`src/rtl/vend_txn_ctrl_pkg.sv`:
```
// Shared vending definitions: FSM state encoding, default widths and timing limits,
// and a counter-width helper used by the transaction controller.
package vend_txn_ctrl_pkg;

    localparam int CURRENCY_WIDTH_DEF  = 7;
    localparam int ITEM_ADDR_WIDTH_DEF = 10;
    localparam int TIMEOUT_CYCLES_DEF  = 1000;
    localparam int EVAL_WAIT_DEF       = 4;

    localparam int STATE_W = 3;

    localparam logic [STATE_W-1:0] ST_IDLE     = 3'd0;
    localparam logic [STATE_W-1:0] ST_COLLECT  = 3'd1;
    localparam logic [STATE_W-1:0] ST_LOOKUP   = 3'd2;
    localparam logic [STATE_W-1:0] ST_EVALUATE = 3'd3;
    localparam logic [STATE_W-1:0] ST_DISPENSE = 3'd4;
    localparam logic [STATE_W-1:0] ST_REFUND   = 3'd5;

    // Width of a counter that runs from 0 up to max_count-1 (never narrower than 1 bit).
    function automatic int cnt_width(input int max_count);
        return (max_count < 2) ? 1 : $clog2(max_count);
    endfunction

endpackage

```
`src/rtl/credit_accum.sv`:
```
// Credit accumulator: adds accepted coins to the running credit and refuses any coin
// that would carry out of the credit register.
module credit_accum #(
    parameter int WIDTH = 7
) (
    input  logic             clk,
    input  logic             rst,
    input  logic             clear,
    input  logic             add_en,
    input  logic [WIDTH-1:0] add_value,
    output logic [WIDTH-1:0] total,
    output logic [WIDTH-1:0] total_next,
    output logic             credited,
    output logic             overflow
);

    logic [WIDTH:0] sum;

    // The extra sum bit is the carry out: set means the coin does not fit.
    always_comb begin
        sum        = {1'b0, total} + {1'b0, add_value};
        overflow   = add_en & sum[WIDTH];
        credited   = add_en & ~sum[WIDTH];
        total_next = credited ? sum[WIDTH-1:0] : total;
    end

    // NOTE: sequential state is written with non-blocking assignments only, so every
    // register samples the pre-edge values regardless of block ordering.
    always_ff @(posedge clk) begin
        if (rst || clear) begin
            total <= '0;
        end else begin
            total <= total_next;
        end
    end

endmodule

```
`src/rtl/vend_txn_ctrl.sv`:
```
// Vending transaction controller: collects credit, looks up price/stock for a selection,
// hands the decision to the dispense stage, drives the mechanism and pays out refunds.
module vend_txn_ctrl
    import vend_txn_ctrl_pkg::*;
#(
    parameter int CURRENCY_WIDTH  = CURRENCY_WIDTH_DEF,
    parameter int ITEM_ADDR_WIDTH = ITEM_ADDR_WIDTH_DEF,
    parameter int TIMEOUT_CYCLES  = TIMEOUT_CYCLES_DEF,
    parameter int EVAL_WAIT       = EVAL_WAIT_DEF
) (
    input  logic                       clk,
    input  logic                       rst,
    input  logic                       coin_valid,
    input  logic [CURRENCY_WIDTH-1:0]  coin_value,
    output logic                       coin_reject,
    input  logic                       sel_valid,
    input  logic [ITEM_ADDR_WIDTH-1:0] sel_item,
    input  logic                       cancel,
    output logic                       lookup_req,
    output logic [ITEM_ADDR_WIDTH-1:0] lookup_addr,
    input  logic [15:0]                price_in,
    input  logic [7:0]                 avail_in,
    output logic                       selection_ready,
    output logic                       currency_ready,
    output logic [CURRENCY_WIDTH-1:0]  total_currency,
    output logic [15:0]                item_price,
    output logic [7:0]                 avail_count,
    output logic [ITEM_ADDR_WIDTH-1:0] selected_item,
    input  logic                       dispense_valid,
    input  logic [CURRENCY_WIDTH-1:0]  currency_change,
    output logic                       vend_start,
    output logic                       inv_dec,
    input  logic                       mech_done,
    output logic                       sel_denied,
    output logic                       refund_valid,
    output logic [CURRENCY_WIDTH-1:0]  refund_amount,
    input  logic                       refund_ack,
    output logic                       busy
);

    localparam int TW = cnt_width(TIMEOUT_CYCLES);
    localparam int EW = cnt_width(EVAL_WAIT);

    logic [STATE_W-1:0]         state, state_n;
    logic [TW-1:0]              timer, timer_n;
    logic [EW-1:0]              eval_cnt, eval_cnt_n;
    logic [CURRENCY_WIDTH-1:0]  change_reg, change_n;
    logic [CURRENCY_WIDTH-1:0]  refund_amount_n;
    logic                       refund_valid_n;
    logic [15:0]                item_price_n;
    logic [7:0]                 avail_count_n;
    logic [ITEM_ADDR_WIDTH-1:0] selected_item_n;
    logic                       coin_reject_n;
    logic                       sel_denied_n;
    logic                       vend_n;
    logic                       vend_pulse;

    logic                       add_en;
    logic                       credit_clear;
    logic                       credited;
    logic                       overflow;
    logic [CURRENCY_WIDTH-1:0]  credit_next;

    // Coins are only taken while credit is being collected; elsewhere they bounce.
    assign add_en = coin_valid && (state == ST_IDLE || state == ST_COLLECT);

    credit_accum #(
        .WIDTH (CURRENCY_WIDTH)
    ) u_credit (
        .clk        (clk),
        .rst        (rst),
        .clear      (credit_clear),
        .add_en     (add_en),
        .add_value  (coin_value),
        .total      (total_currency),
        .total_next (credit_next),
        .credited   (credited),
        .overflow   (overflow)
    );

    // NOTE: every signal written here gets a default first, so no path leaves one
    // unassigned and no latch is inferred.
    always_comb begin
        state_n         = state;
        timer_n         = timer;
        eval_cnt_n      = eval_cnt;
        change_n        = change_reg;
        refund_amount_n = refund_amount;
        refund_valid_n  = refund_valid;
        item_price_n    = item_price;
        avail_count_n   = avail_count;
        selected_item_n = selected_item;
        coin_reject_n   = coin_valid && (!add_en || overflow);
        sel_denied_n    = 1'b0;
        vend_n          = 1'b0;
        credit_clear    = 1'b0;
        lookup_req      = 1'b0;

        case (state)
            ST_IDLE: begin
                if (sel_valid) begin
                    sel_denied_n = 1'b1;
                end
                if (credited) begin
                    if (cancel) begin
                        if (credit_next != '0) begin
                            state_n         = ST_REFUND;
                            refund_valid_n  = 1'b1;
                            refund_amount_n = credit_next;
                        end
                    end else begin
                        state_n = ST_COLLECT;
                        timer_n = '0;
                    end
                end
            end

            ST_COLLECT: begin
                if (cancel || (!credited && !sel_valid && timer == TW'(TIMEOUT_CYCLES - 1))) begin
                    // Credit includes a coin landing in the same cycle; nothing to pay means IDLE.
                    if (credit_next != '0) begin
                        state_n         = ST_REFUND;
                        refund_valid_n  = 1'b1;
                        refund_amount_n = credit_next;
                    end else begin
                        state_n = ST_IDLE;
                    end
                end else if (sel_valid) begin
                    lookup_req      = 1'b1;
                    selected_item_n = sel_item;
                    state_n         = ST_LOOKUP;
                end else if (credited) begin
                    timer_n = '0;
                end else begin
                    timer_n = timer + 1'b1;
                end
            end

            ST_LOOKUP: begin
                item_price_n  = price_in;
                avail_count_n = avail_in;
                eval_cnt_n    = '0;
                state_n       = ST_EVALUATE;
            end

            ST_EVALUATE: begin
                if (dispense_valid) begin
                    change_n = currency_change;
                    vend_n   = 1'b1;
                    state_n  = ST_DISPENSE;
                end else if (eval_cnt == EW'(EVAL_WAIT - 1)) begin
                    sel_denied_n = 1'b1;
                    timer_n      = '0;
                    state_n      = ST_COLLECT;
                end else begin
                    eval_cnt_n = eval_cnt + 1'b1;
                end
            end

            ST_DISPENSE: begin
                if (mech_done) begin
                    if (change_reg != '0) begin
                        state_n         = ST_REFUND;
                        refund_valid_n  = 1'b1;
                        refund_amount_n = change_reg;
                    end else begin
                        credit_clear = 1'b1;
                        state_n      = ST_IDLE;
                    end
                end
            end

            ST_REFUND: begin
                if (refund_ack) begin
                    refund_valid_n  = 1'b0;
                    refund_amount_n = '0;
                    credit_clear    = 1'b1;
                    state_n         = ST_IDLE;
                end
            end

            default: begin
                state_n = ST_IDLE;
            end
        endcase
    end

    always_ff @(posedge clk) begin
        if (rst) begin
            state         <= ST_IDLE;
            timer         <= '0;
            eval_cnt      <= '0;
            change_reg    <= '0;
            refund_amount <= '0;
            refund_valid  <= 1'b0;
            item_price    <= '0;
            avail_count   <= '0;
            selected_item <= '0;
            coin_reject   <= 1'b0;
            sel_denied    <= 1'b0;
            vend_pulse    <= 1'b0;
        end else begin
            state         <= state_n;
            timer         <= timer_n;
            eval_cnt      <= eval_cnt_n;
            change_reg    <= change_n;
            refund_amount <= refund_amount_n;
            refund_valid  <= refund_valid_n;
            item_price    <= item_price_n;
            avail_count   <= avail_count_n;
            selected_item <= selected_item_n;
            coin_reject   <= coin_reject_n;
            sel_denied    <= sel_denied_n;
            vend_pulse    <= vend_n;
        end
    end

    // The lookup strobe is combinational so price/stock return during the single LOOKUP cycle.
    assign lookup_addr     = lookup_req ? sel_item : '0;
    assign vend_start      = vend_pulse;
    assign inv_dec         = vend_pulse;
    assign selection_ready = (state == ST_EVALUATE);
    assign currency_ready  = (state == ST_EVALUATE);
    assign busy            = (state != ST_IDLE);

endmodule
```
`config.mk`:
```
export PLATFORM = sky130hd
export DESIGN_NAME = vend_txn_ctrl
export DESIGN_NICKNAME = d
export VERILOG_FILES = /design/src/rtl/vend_txn_ctrl_pkg.sv /design/src/rtl/credit_accum.sv /design/src/rtl/vend_txn_ctrl.sv
export SDC_FILE = /design/constraint.sdc
export NUM_CORES = 1
export LEC_CHECK = 0
export CAP_MARGIN = 20
export CORE_ASPECT_RATIO = 1.1
export CORE_MARGIN = 2
export CORE_UTILIZATION = 46
export DETAILED_ROUTE_END_ITERATION = 7
export HOLD_SLACK_MARGIN = 0.15
export PLACE_DENSITY = 0.9
export SYNTH_ARGS = -nofsm -noshare
export SYNTH_HDL_FRONTEND = slang
export SYNTH_SLANG_ARGS = --single-unit
export TNS_END_PERCENT = 1
```
`constraint.sdc`:
```
create_clock -name clk -period 3.3 [get_ports clk]
set_input_delay 0.33 -clock clk [delete_from_list [all_inputs] [get_ports clk]]
set_output_delay 0.33 -clock clk [all_outputs]
set_load 0.1 [all_outputs]
```
Word-level counts from Yosys, hierarchy flattened

Index checks and enable logic that the tools add are counted.
W data, S select, Z words.

Add/sub/neg operators: 3
Eq/ne operators: 22
Mux-type cells: 52
Bitwise operators: 5
Reductions and logical operators: 25

Operators by type and width:

| operator                | count |
|---|---|
| $mux W10                | 8 |
| $mux W7                 | 8 |
| $mux W3                 | 11 |
| $pmux W10 S3            | 1 |
| $pmux W7 S4             | 1 |
| $ne A2 B2 Y1 const B    | 10 |
| $pmux W3 S6             | 1 |
| $mux W1                 | 16 |
| $reduce_and A7 Y1       | 2 |
| $reduce_bool A7 Y1      | 2 |
| $add A10 B1 Y10 const B | 1 |
| $eq A10 B10 Y1 const B  | 1 |
| $add A7 B7 Y8           | 1 |
| $eq A3 B2 Y1 const B    | 2 |
| $eq A3 B3 Y1 const B    | 2 |
| $ne A3 B2 Y1 const B    | 2 |
| $reduce_and A3 Y1       | 2 |
| $reduce_and A6 Y1       | 1 |
| $reduce_bool A3 Y1      | 2 |
| $logic_and A1 B1 Y1     | 4 |
| $logic_or A1 B1 Y1      | 4 |
| $mux W2                 | 2 |
| $ne A2 B1 Y1 const B    | 2 |
| $pmux W1 S2             | 2 |
| 14 further kinds        | 19 |

Register bits: 74
Word-level logic and storage cells: 120

Depth between registers and ports, before layout

Gate-level depths: netlist of run 1.

Depth in word-level cells: 11
Gate-level depth with buffers: 9
Gate-level depth less buffers: 9

Modules after synthesis

Synthesis of run 1 repeated with hierarchy kept, for this count alone.

Cell total of the unflattened synthesis: 486
Area total of the unflattened synthesis: 3791.1 µm²

By module, submodules not included:

| module        | instances | cells each | area each (µm²) | sequential area each (µm²) |
|---|---|---|---|---|
| vend_txn_ctrl | 1         | 404        | 3099.2          | 1341.3 |
| credit_accum  | 1         | 82         | 691.9           | 140.1 |

Least setup slack after synthesis of run 1

Ideal clock, no wire load.

Path kind: flip-flop to output port
Start point: register state[0]
End point: output lookup_addr[0]
Data arrival time: 2.874 ns
Data required time: 2.970 ns
Slack: 0.096 ns
Stages on the path, launching flop included: 9
Path buffers: 2
Cell sequence: dfxtp_1 buf_2 inv_2 nor3_1 nand3_1 inv_1 clkbuf_1 nand2_1 inv_1

Cells in the longest elaborated chain, start to end: 11
Elaborated cells between the ends (all ways): 12
Classes of those cells: eq/ne (1); mux (3); bitwise (1); reduce/logical (7)

RTL lines:

| element                                          | line                                     | source |
|---|---|---|
| start, declared                                  | vend_txn_ctrl.sv:44                      | `logic [STATE_W-1:0] state, state_n;` |
| start signal, assigned                           | vend_txn_ctrl.sv:203                     | `state <= state_n;` |
| $eq A3 B1 Y1 or $logic_not A3 Y1 (tied branches) | vend_txn_ctrl.sv:65, vend_txn_ctrl.sv:99 |  |
| $logic_or A1 B1 Y1                               | vend_txn_ctrl.sv:65                      | `assign add_en = coin_valid && (state == ST_IDLE \|\| state == ST_COLLECT);` |
| $logic_and A1 B1 Y1                              | vend_txn_ctrl.sv:65                      |  |
| $and A1 B1 Y1                                    | credit_accum.sv:23                       | `credited = add_en & ~sum[WIDTH];` |
| $logic_not A1 Y1                                 | vend_txn_ctrl.sv:119                     | `if (cancel \|\| (!credited && !sel_valid && timer == TW'(TIMEOUT_CYCLES - 1))) begin` |
| $logic_and A1 B1 Y1 (2 in series)                | vend_txn_ctrl.sv:119                     |  |
| $logic_or A1 B1 Y1                               | vend_txn_ctrl.sv:119                     |  |
| $mux W1                                          | vend_txn_ctrl.sv:119                     |  |
| $mux W1 (*)                                      | vend_txn_ctrl.sv:99                      | `case (state)` |
| named net lookup_req                             | vend_txn_ctrl.sv:19                      | `output logic lookup_req,` |
| $mux W10 (*)                                     | vend_txn_ctrl.sv:219                     | `assign lookup_addr = lookup_req ? sel_item : '0;` |
| end, declared                                    | vend_txn_ctrl.sv:20                      | `output logic [ITEM_ADDR_WIDTH-1:0] lookup_addr,` |

Mark *: on every way through the listed nets, which the timed path passes. The rest lies on a longest branch.

Final worst setup path of run 1

Start point: input coin_value[0]
End point: register state[2]

Cells in the longest elaborated chain, start to end: 9
Elaborated cells between the ends (all ways): 16
Classes of those cells: add/sub (1); eq/ne (3); mux (4); bitwise (2); reduce/logical (6)

RTL lines:

| element                                         | line                | source |
|---|---|---|
| start, declared                                 | vend_txn_ctrl.sv:14 | `input logic [CURRENCY_WIDTH-1:0] coin_value,` |
| $add A7 B7 Y8 (*)                               | credit_accum.sv:21  | `sum = {1'b0, total} + {1'b0, add_value};` |
| branches (longest 8 deep; another with $mux W7) | -                   |  |

Mark *: on every way between the ends.
A chain may end at the register's enable or synchronous reset.

==> qor.txt, run 1 <==
Pwr Density = 861 mW/mm^2
Adder-Cell Fraction of Synth Area = 0.0367
Tmin final = 2.94 ns
vias per cell = 5.58
DRC = 0
CP peak stage delay = 0.44 ns
DP Area = 0.00501 sq mm
# fillers = 595
Synth Area per Inst = 7.86 sq um
Hold-fix buffers, CTS = 0
post-layout util = 0.692
DP Wirelength = 7.79 mm
core region area = 0.00756 sq mm
CTS H-tree lvls = 3
top cells by area, synth = dfxtp_1, nand2_1, a21oi_1, nor2_1, ha_1
Worst-path clk slew = 0.09 ns
Die Wd = 88.5 um
Worst path slowest cell = o311ai_1
initial antenna violation count = 0
class of the worst hold path = in -> reg
outcome = complete, no violations
largest family of logic cells by synthesized area = simple AND/OR/NAND/NOR gates
largest net degree at the start of global routing = 36
kind of critical path = in -> reg
drt first pass iters = 5
post-synth cell types = 60
sequential-to-total area share from yosys stat = 0.410
vias in the first global route = 3772
final WL = 10.6 mm
first-pass GRT wire length = 17.2 mm
clk buf depth = 2
Synth Area in Simple Gates = 0.253
nets = 642
most common flop cell mapped by yosys = dfxtp_1
layout cells sized above 1 = 0.0895
Die ar. = 0.00858 sq mm
synth cell count leaders = nand2_1, dfxtp_1, a21oi_1, nor2_1, inv_1
unrepaired setup endpoints after global routing = no
TNS Setup = 0 ns
Clock Latency Late Sink = 0.35 ns
ANT cells = 0
I/O Buffers = 122
depth of the most critical reg-to-reg path = 9
CTS Root Cell = clkbuf_8
Warnings, synthesis = 0
Antenna Nets Post-Route = 0
maximum fanout along the worst path = 4
Synth top area share = 0.410
Tightest Pin Transition = 0.999 ns
Clock Skews = 0.0147 ns
CP Launch Type = input port
CP endpoint kind = flip-flop
max cap viols = 0
Fin. Hold Viols = 0
grt ovf = 0
post-synthesis mux area share = 0.0166
Gate Count Post-Synth = 460
CTS tree = built
max reg flops = 16
via count = 3830
Max Fclk = 340 MHz
final std cells w/o fill = 686
wire per inst = 15.5 um
post-CTS sizing = 0
max-slew violations = 0
Inserted Clock Buffers = 9
Setup Fix Bufs, Post-CTS = 0
synthesis-to-finish area growth = 44.7%
hold depth = 2
cell area after synthesis = 0.00361 sq mm
dpl ws = 0.0357 ns
final setup margin = 0.356 ns
Placer Congestion = 0.923
number of flops mapped to enable cells by yosys = 0
post-synthesis register bit count = 74
Critical Path AT = 3.21 ns
IO Pins = 123
initial drt markers = 169
Async SR Flop Fraction = 0
crit share post-route = 0.892
Post-Synth XOR/XNOR Area = 0.00242
CTS sink cnt = 74
Die Height = 97.0 um
most frequent cell after synthesis = nand2_1
leak pwr = 1.97 nW
row count = 33
slew margin rel. = 0.332
dpl cells = 670
Final Cell Area = 0.00523 sq mm
Synthesized Nets = 526
VDD IR max = 0.000547 V
gr usage total = 0.250
data required time at the worst endpoint = 3.57 ns
most flop-heavy register = item_price
crit-path cells = clkdlybuf4s50_1, ha_1, fa_1, a211oi_1, nor2_1, o311ai_1, o31ai_2, and4_1, nand3b_1, a221oi_2
starting density of the core = 0.478
top flop regs = item_price (16), selected_item (10), timer (10)
final setup violation count = 0
area leader, netlist = dfxtp_1
Compound-Gate Fraction of Synth Area = 0.231
[power by group]
group / internal [mW] / switching, mW
combinational: 0.792 / 1.78
clock: 0.429 / 0.355
sequential: 1.01 / 0.131
[metrics by stage]
step / hold slack [ns] / power (mW)
global placement: 0.442 / 3.63
floorplan: 0.449 / 3.09
finish: 0.448 / 4.50
detailed placement: 0.446 / 3.69
global route: 0.476 / 4.71
CTS: 0.431 / 4.47
[layer usage]
metal / part of all wire / GRT usage / up-vias
met5: 0 / 0 / -
met4: 0.030 / 0.111 / 0
met1: 0.38 / 0.275 / 1766
li1: - / - / 1846
met3: 0.067 / 0.0572 / 37
met2: 0.53 / 0.444 / 181
[kinds of logic (layout without fill, tap and decap cells)]
kind of cell / count (synthesis) / count (layout)
AO/OA/AOI/OAI: 130 / 130
XOR/XNOR: 1 / 1
adder cells (fa/ha/maj): 10 / 10
buffers and inverters: 44 / 165
flip-flops: 74 / 74
multiplexers: 6 / 6
AND/OR/NAND/NOR: 195 / 195
[path summary, 6_finish.rpt]
check	start	endpoint	slack, ns
setup reg to reg	u_credit.total[0]$_SDFF_PP0_	state[2]$_SDFFE_PP0P_	0.41
setup / recovery	coin_value[0]	state[2]$_SDFFE_PP0P_	0.36
hold / removal	rst	inv_dec$_SDFF_PP0_	0.45
hold reg to reg	selected_item[2]$_SDFFE_PP0N_	selected_item[2]$_SDFFE_PP0N_	0.45
[layout by cell type (no fill, tap or decap), drive strengths merged, types with 3 or more instances in the layout]
master	instances
ha	9
nand3	6
clkdlybuf4s50	107
clkbuf	10
dfxtp	74
nand2	104
nor3	12
o21a	4
mux2i	6
nor3b	5
buf	21
inv	22
a31oi	11
nor4	3
a211oi	13
nand2b	3
nand3b	5
o21ai	18
and3	4
nor2b	3
a21oi	65
nor2	38
[final cells by class]
type / count / area (sq um) / area share
multi-input combinational: 342 / 1960 / 0.374
sequential: 74 / 1480 / 0.283
timing repair buffer: 128 / 1360 / 0.261
tap: 105 / 131 / 0.0251
clock buffer: 10 / 128 / 0.0244
clock inverter: 6 / 90.1 / 0.0172
inverter: 21 / 78.8 / 0.0151
[worst max-delay path, delay by kind of cell]
kind	cells	cell delay, ns
compound gates	4	1.26
buf+inv	1	0.40
simple gates	3	0.58
fa+ha+maj	2	0.64
No activity file was read; power rests on OpenSTA's default activity.
==> run 2, diff against run 1 <==
Settings changed: GPL_TIMING_DRIVEN from default to 0, SKIP_LAST_GASP from default to 1.
==> run 2 against run 1 <==
The flow now finishes with violations (setup timing). Flip-flop and latch count is the same. Register-to-register slack lost 0.11 ns. Wire length shrank 2.9%. Maximum frequency shrank 13%. Die area is the same. Total power shrank 0.61%. Critical path type is now reg -> out.
==> qor.txt, run 2 (synthesized netlist as in run 1, its figures left out) <==
final std cells w/o fill = 703 (was 686)
Inserted Clock Buffers = 9 (unchanged)
Switching Power = 2.24 mW (was 2.27 mW)
CP peak stage delay = 0.85 ns (was 0.44 ns)
P_int = 2.23 mW (about the same)
CTS tree = built (unchanged)
vias per cell = 5.51 (was 5.58)
wire per inst = 14.6 um (was 15.5 um)
CP Buf/Inv Count = 6 (was 1)
GRT met3 Usage = 0.0529 (was 0.0572)
Placer Congestion = 0.938 (was 0.923)
Die Wd = 88.5 um (unchanged)
dpl cells = 687 (was 670)
largest net degree at the start of global routing = 14 (was 36)
kind of critical path = reg -> out (was in -> reg)
data required time at the worst endpoint = 2.97 ns (was 3.57 ns)
clock power share = 0.178 (was 0.174)
CTS Root Cell = clkbuf_8 (unchanged)
layout cells sized above 1 = 0.0619 (was 0.0895)
Comb pwr share = 0.577 (was 0.572)
Most Crowded Layer GR = met2 (unchanged)
CTS sink cnt = 74 (unchanged)
synthesis-to-finish area growth = 43.4% (was 44.7%)
Critical Path AT = 3.06 ns (was 3.21 ns)
worst reg2reg path startpoint = u_credit.total[0]$_SDFF_PP0_ (unchanged)
Pwr Density = 863 mW/mm^2 (was 861 mW/mm^2)
vias in the first global route = 3620 (was 3772)
nets = 659 (was 642)
Clock Skews = 0.0133 ns (was 0.0147 ns)
Worst-path clk slew = 0.08 ns (was 0.09 ns)
leak pwr = 1.96 nW (was 1.97 nW)
Worst Hold Endpoint = selected_item[2]$_SDFFE_PP0N_ (was inv_dec$_SDFF_PP0_)
GR Util met2 = 0.416 (was 0.444)
IO Pins = 123 (unchanged)
Fin. Hold Viols = 0 (unchanged)
Die Height = 97.0 um (unchanged)
class of the worst hold path = reg -> reg (was in -> reg)
DP Wirelength = 7.89 mm (was 7.79 mm)
grt ovf = 0 (unchanged)
ANT cells = 0 (unchanged)
max cap viols = 0 (unchanged)
Stages on worst setup path = 9 (was 10)
outcome = finished, violations left (was complete, no violations)
Final Cell Area = 0.00518 sq mm (was 0.00523 sq mm)
unrepaired setup endpoints after global routing = yes (was no)
hold depth = 2 (unchanged)
final WL = 10.3 mm (was 10.6 mm)
row count = 33 (unchanged)
Reg2Reg Setup Slack = 0.30 ns (was 0.41 ns)
reg2reg end = state[2]$_SDFFE_PP0P_ (unchanged)
CP most frequent cell = inv_1
cell family with most CP delay = buffers and inverters (was compound AO/OA/AOI/OAI gates)
Flop pwr share = 0.244 (was 0.254)
clk buf depth = 2 (unchanged)
starting density of the core = 0.478 (unchanged)
initial drt markers = 226 (was 169)
CTS H-tree lvls = 3 (unchanged)
commonest non-fill, non-tap cells in the layout = clkdlybuf4s50_1, nand2_1, dfxtp_1, a21oi_1, nor2_1 (unchanged)
final setup violation count = 8 (was 0)
DP Area = 0.00497 sq mm (was 0.00501 sq mm)
Die ar. = 0.00858 sq mm (unchanged)
final setup margin = -0.0897 ns (was 0.356 ns)
violated checks = setup timing
via count = 3871 (was 3830)
Tightest Pin Transition = 1.01 ns (was 0.999 ns)
Clock Latency Late Sink = 0.37 ns (was 0.35 ns)
crit share post-route = 1.03 (was 0.892)
maximum fanout along the worst path = 10 (was 4)
Tmin final = 3.39 ns (was 2.94 ns)
CP Launch Type = flip-flop (was input port)
most flop-heavy register = item_price (unchanged)
slew margin rel. = 0.326 (was 0.332)
core region area = 0.00756 sq mm (unchanged)
Worst path slowest cell = dlygate4sd2_1 (was o311ai_1)
worst hold start = selected_item[2]$_SDFFE_PP0N_ (was rst)
I/O Buffers = 122 (unchanged)
drt first pass iters = 5 (unchanged)
initial antenna violation count = 0 (unchanged)
Net Sw Frac = 0.501 (was 0.504)
Antenna Nets Post-Route = 0 (unchanged)
max reg flops = 16 (unchanged)
commonest non-fill, non-tap cell in the layout = clkdlybuf4s50_1 (unchanged)
max-slew violations = 0 (unchanged)
DRC = 0 (unchanged)
Max Fclk = 295 MHz (was 340 MHz)
top flop regs = item_price (16), selected_item (10), timer (10) (unchanged)
first-pass GRT wire length = 16.8 mm (was 17.2 mm)
gr usage total = 0.247 (was 0.250)
crit-path cells = buf_2, inv_2, nor3_1, nand3_1, inv_1, clkbuf_1, nand2_1, inv_1, dlygate4sd2_1 (was clkdlybuf4s50_1, ha_1, fa_1, a211oi_1, nor2_1, o311ai_1, o31ai_2, and4_1, nand3b_1, a221oi_2)
VDD IR max = 0.000482 V (was 0.000547 V)
CP endpoint kind = primary output (was flip-flop)
met1 global-route usage = 0.295 (was 0.275)
depth of the most critical reg-to-reg path = 9 (unchanged)
run 2: stage by stage:
stage / hold slack [ns] / TNS, ns / setup WS, ns / utilization / power (mW)
after CTS: 0.457 / -0.638 / -0.0935 / 0.686 / 4.46
after detailed placement: 0.446 / -0.108 / -0.0971 / 0.657 / 3.67
after global placement: 0.441 / 0 / 0.0347 / 0.657 / 3.61
after floorplan: 0.449 / 0 / 0.0963 / - / 3.09
final: 0.453 / -0.468 / -0.0897 / 0.686 / 4.47
after global routing: 0.479 / -3.08 / -0.352 / 0.686 / 4.69
run 2: power by group through the flow:
stage | Clock (mW) | Combinational, mW | Sequential [mW]
3_5_place_dp | 0 | 2.56 | 1.11
4_1_cts | 0.802 | 2.57 | 1.09
3_3_place_gp | 0 | 2.51 | 1.11
2_1_floorplan | 0 | 1.31 | 1.78
5_1_grt | 0.835 | 2.75 | 1.11
6_report | 0.797 | 2.58 | 1.09
run 2: metal layers:
metal  vias to the layer above  wire length (um)
met2                       159              5270
met3                        31               699
met4                         0               337
met5                         -                 0
met1                      1799              3990
li1                       1882                 -
run 2: how the worst max path moves through the flow:
stage	startpoint	end	slack [ns]
2_1_floorplan	state[0]$_SDFFE_PP0P_	lookup_addr[0]	0.1
3_3_place_gp	coin_value[0]	state[2]$_SDFFE_PP0P_	0.03
3_5_place_dp	coin_value[0]	state[2]$_SDFFE_PP0P_	-0.1
4_1_cts	state[0]$_SDFFE_PP0P_	lookup_addr[3]	-0.09
5_1_grt	state[0]$_SDFFE_PP0P_	lookup_addr[8]	-0.35
6_report	state[0]$_SDFFE_PP0P_	lookup_addr[5]	-0.09
run 2: worst reg2reg max path, stage by stage (launching register included):
cell,delay (ns)
dfxtp_1,0.34
ha_1,0.23
fa_1,0.41
a211oi_1,0.38
nor2_1,0.15
o311ai_1,0.49
o31ai_2,0.17
and4_1,0.25
nand3b_1,0.18
a221oi_2,0.30
run 2: repair_timing:
action / CTS / global route
resized for setup: 10 / 6
hold buffers: 0 / 0
setup endpoints to repair: 10 / 11
setup buffers: 0 / 0
run 2: final cells by class:
type,instances,area [sq um]
Clock buffer,10,138
Inverter,21,78.8
Tap cell,105,131
Sequential cell,74,1480
Buffer,23,104
Timing Repair Buffer,122,1210
Clock inverter,6,90.1
Multi-Input combinational cell,342,1950
Fill cell,616,2370
==> run 3, diff against run 2 <==
Settings changed: PLACE_DENSITY 0.9 to 0.91.
==> run 3 against run 2 <==
The flow still finishes with violations (setup timing). First-iteration DRC count up 6.6%. Non-clock buffer count unchanged. Maximum frequency up 0.11%. Final cell count down 0.14%. Flip-flop and latch count unchanged. Critical path depth unchanged. Clock skew down 0.0039 ns. Largest power group unchanged.
==> qor.txt, run 3 (synthesized netlist as in run 1, its figures left out) <==
outcome = finished, violations left (unchanged)
violated checks = setup timing (unchanged)
final setup violation count = 7 (was 8)
initial drt markers = 241 (was 226)
CTS sink cnt = 74 (unchanged)
unrepaired setup endpoints after global routing = yes (unchanged)
layout cells sized above 1 = 0.0620 (was 0.0619)
depth of the most critical reg-to-reg path = 9 (unchanged)
class of the worst hold path = reg -> reg (unchanged)
DP Area = 0.00497 sq mm (unchanged)
slew margin rel. = 0.325 (was 0.326)
reg2reg end = state[2]$_SDFFE_PP0P_ (unchanged)
Critical Path AT = 3.06 ns (about the same)
Switching Power = 2.22 mW (was 2.24 mW)
Die ar. = 0.00858 sq mm (unchanged)
most flop-heavy register = item_price (unchanged)
commonest non-fill, non-tap cell in the layout = clkdlybuf4s50_1 (unchanged)
CP endpoint kind = primary output (unchanged)
hold depth = 2 (unchanged)
crit share post-route = 1.03 (about the same)
grt ovf = 0 (unchanged)
drt first pass iters = 4 (was 5)
clk buf depth = 2 (unchanged)
max cap viols = 0 (unchanged)
Tmin final = 3.39 ns (about the same)
CTS tree = built (unchanged)
worst reg2reg path startpoint = u_credit.total[0]$_SDFF_PP0_ (unchanged)
Tightest Pin Transition = 1.01 ns (about the same)
DP Wirelength = 7.87 mm (was 7.89 mm)
Pwr Density = 879 mW/mm^2 (was 863 mW/mm^2)
dpl cells = 687 (unchanged)
vias per cell = 5.45 (was 5.51)
core region area = 0.00756 sq mm (unchanged)
IO Pins = 123 (unchanged)
Inserted Clock Buffers = 9 (unchanged)
starting density of the core = 0.478 (unchanged)
final setup margin = -0.0860 ns (was -0.0897 ns)
Clock Skews = 0.00937 ns (was 0.0133 ns)
CTS H-tree lvls = 3 (unchanged)
final WL = 10.1 mm (was 10.3 mm)
Fin. Hold Viols = 0 (unchanged)
Worst Hold Endpoint = selected_item[3]$_SDFFE_PP0N_ (was selected_item[2]$_SDFFE_PP0N_)
max reg flops = 16 (unchanged)
via count = 3823 (was 3871)
wire per inst = 14.4 um (was 14.6 um)
Antenna Nets Post-Route = 0 (unchanged)
maximum fanout along the worst path = 10 (unchanged)
largest net degree at the start of global routing = 13 (was 14)
gr usage total = 0.246 (was 0.247)
Setup Fix Bufs, Post-CTS = 0 (unchanged)
Final Cell Area = 0.00520 sq mm (was 0.00518 sq mm)
commonest non-fill, non-tap cells in the layout = clkdlybuf4s50_1, nand2_1, dfxtp_1, a21oi_1, nor2_1 (unchanged)
GRT met3 Usage = 0.0461 (was 0.0529)
kind of critical path = reg -> out (unchanged)
ANT cells = 0 (unchanged)
Die Height = 97.0 um (unchanged)
CP startpoint = state[0]$_SDFFE_PP0P_ (unchanged)
vias in the first global route = 3744 (was 3620)
Comb pwr share = 0.562 (was 0.577)
Max Fclk = 295 MHz (about the same)
Clock Latency Late Sink = 0.35 ns (was 0.37 ns)
Most Crowded Layer GR = met2 (unchanged)
VDD IR max = 0.000532 V (was 0.000482 V)
Die Wd = 88.5 um (unchanged)
I/O Buffers = 122 (unchanged)
nets = 659 (unchanged)
Worst-path clk slew = 0.08 ns (about the same)
CP Launch Type = flip-flop (unchanged)
worst hold start = selected_item[3]$_SDFFE_PP0N_ (was selected_item[2]$_SDFFE_PP0N_)
data required time at the worst endpoint = 2.97 ns (about the same)
Placer Congestion = 0.946 (was 0.938)
clock power share = 0.198 (was 0.178)
first-pass GRT wire length = 17.0 mm (was 16.8 mm)
GR Util met2 = 0.419 (was 0.416)
post-layout util = 0.689 (was 0.686)
row count = 33 (unchanged)
leak pwr = 1.97 nW (was 1.96 nW)
synthesis-to-finish area growth = 44.0% (was 43.4%)
top flop regs = item_price (16), selected_item (10), timer (10) (unchanged)
Net Sw Frac = 0.485 (was 0.501)
initial antenna violation count = 0 (unchanged)
max-slew violations = 0 (unchanged)
met1 global-route usage = 0.290 (was 0.295)
CTS Root Cell = clkbuf_8 (unchanged)
Flop pwr share = 0.240 (was 0.244)
P_int = 2.36 mW (was 2.23 mW)
final std cells w/o fill = 702 (was 703)
Reg2Reg Setup Slack = 0.42 ns (was 0.30 ns)
DRC = 0 (unchanged)
==> run 3: changes by cell type in the layout (fill, tap and decap cells not counted) <==
cell             delta
bufinv_16           +2
clkinv_4            -2
clkbuf_2            +1
clkbuf_8            -1
clkdlybuf4s15_1     -1
clkinv_2            +1
clkinvlp_4          -1
==> run 3: critical path, stage by stage (launching register included) <==
cell and delay (ns):
dfxtp_1 0.32, buf_2 0.20, inv_2 0.07, nor3_1 0.41
nand3_1 0.21, inv_1 0.11, clkbuf_1 0.33, nand2_1 0.14
inv_1 0.07, dlygate4sd2_1 0.84
==> run 3: worst max-delay path by stage <==
| stage | endpoint | slack (ns) | cells past startpoint |
|---|---|---|---|
| 2_1_floorplan | lookup_addr[0] | 0.1 | 8 |
| 3_3_place_gp | state[2]$_SDFFE_PP0P_ | 0.05 | 10 |
| 3_5_place_dp | state[2]$_SDFFE_PP0P_ | -0.0003 | 10 |
| 4_1_cts | lookup_addr[0] | -0.07 | 9 |
| 5_1_grt | lookup_addr[5] | -0.36 | 9 |
| 6_report | lookup_addr[4] | -0.09 | 9 |
==> run 3: routing by layer <==
| metal | vias to the layer above | routed length (um) |
|---|---|---|
| met4 | 0 | 311 |
| li1 | 1882 | - |
| met3 | 28 | 454 |
| met2 | 124 | 5180 |
| met5 | - | 0 |
| met1 | 1789 | 4140 |
==> run 3: power by group through the flow <==
stage | combinational, mW | clock [mW] | sequential, mW
floorplan | 1.31 | 0 | 1.78
CTS | 2.56 | 0.912 | 1.10
global route | 2.75 | 0.945 | 1.11
finish | 2.57 | 0.908 | 1.10
global placement | 2.51 | 0 | 1.11
detailed placement | 2.55 | 0 | 1.12
==> run 3: repair_timing <==
item | CTS | global route
hold buffers | 0 | 0
resized for setup | 10 | 7
setup endpoints to repair | 10 | 11
==> run 3: area by class of cell <==
class / count / area, sq um
Sequential cell: 74 / 1480
Buffer: 23 / 104
Timing Repair Buffer: 122 / 1200
Inverter: 21 / 78.8
Tap cell: 105 / 131
Clock buffer: 9 / 124
Multi-Input combinational cell: 342 / 1950
Clock inverter: 6 / 130
Fill cell: 595 / 2350
==> run 3: through the flow <==
stage | total power, mW | hold slack [ns] | TNS [ns] | setup slack (ns)
floorplan | 3.09 | 0.449 | 0 | 0.0963
global placement | 3.61 | 0.441 | 0 | 0.0505
detailed placement | 3.67 | 0.449 | -0.000331 | -0.000331
CTS | 4.56 | 0.457 | -0.371 | -0.0671
global route | 4.80 | 0.472 | -2.85 | -0.362
finish | 4.57 | 0.454 | -0.457 | -0.0860
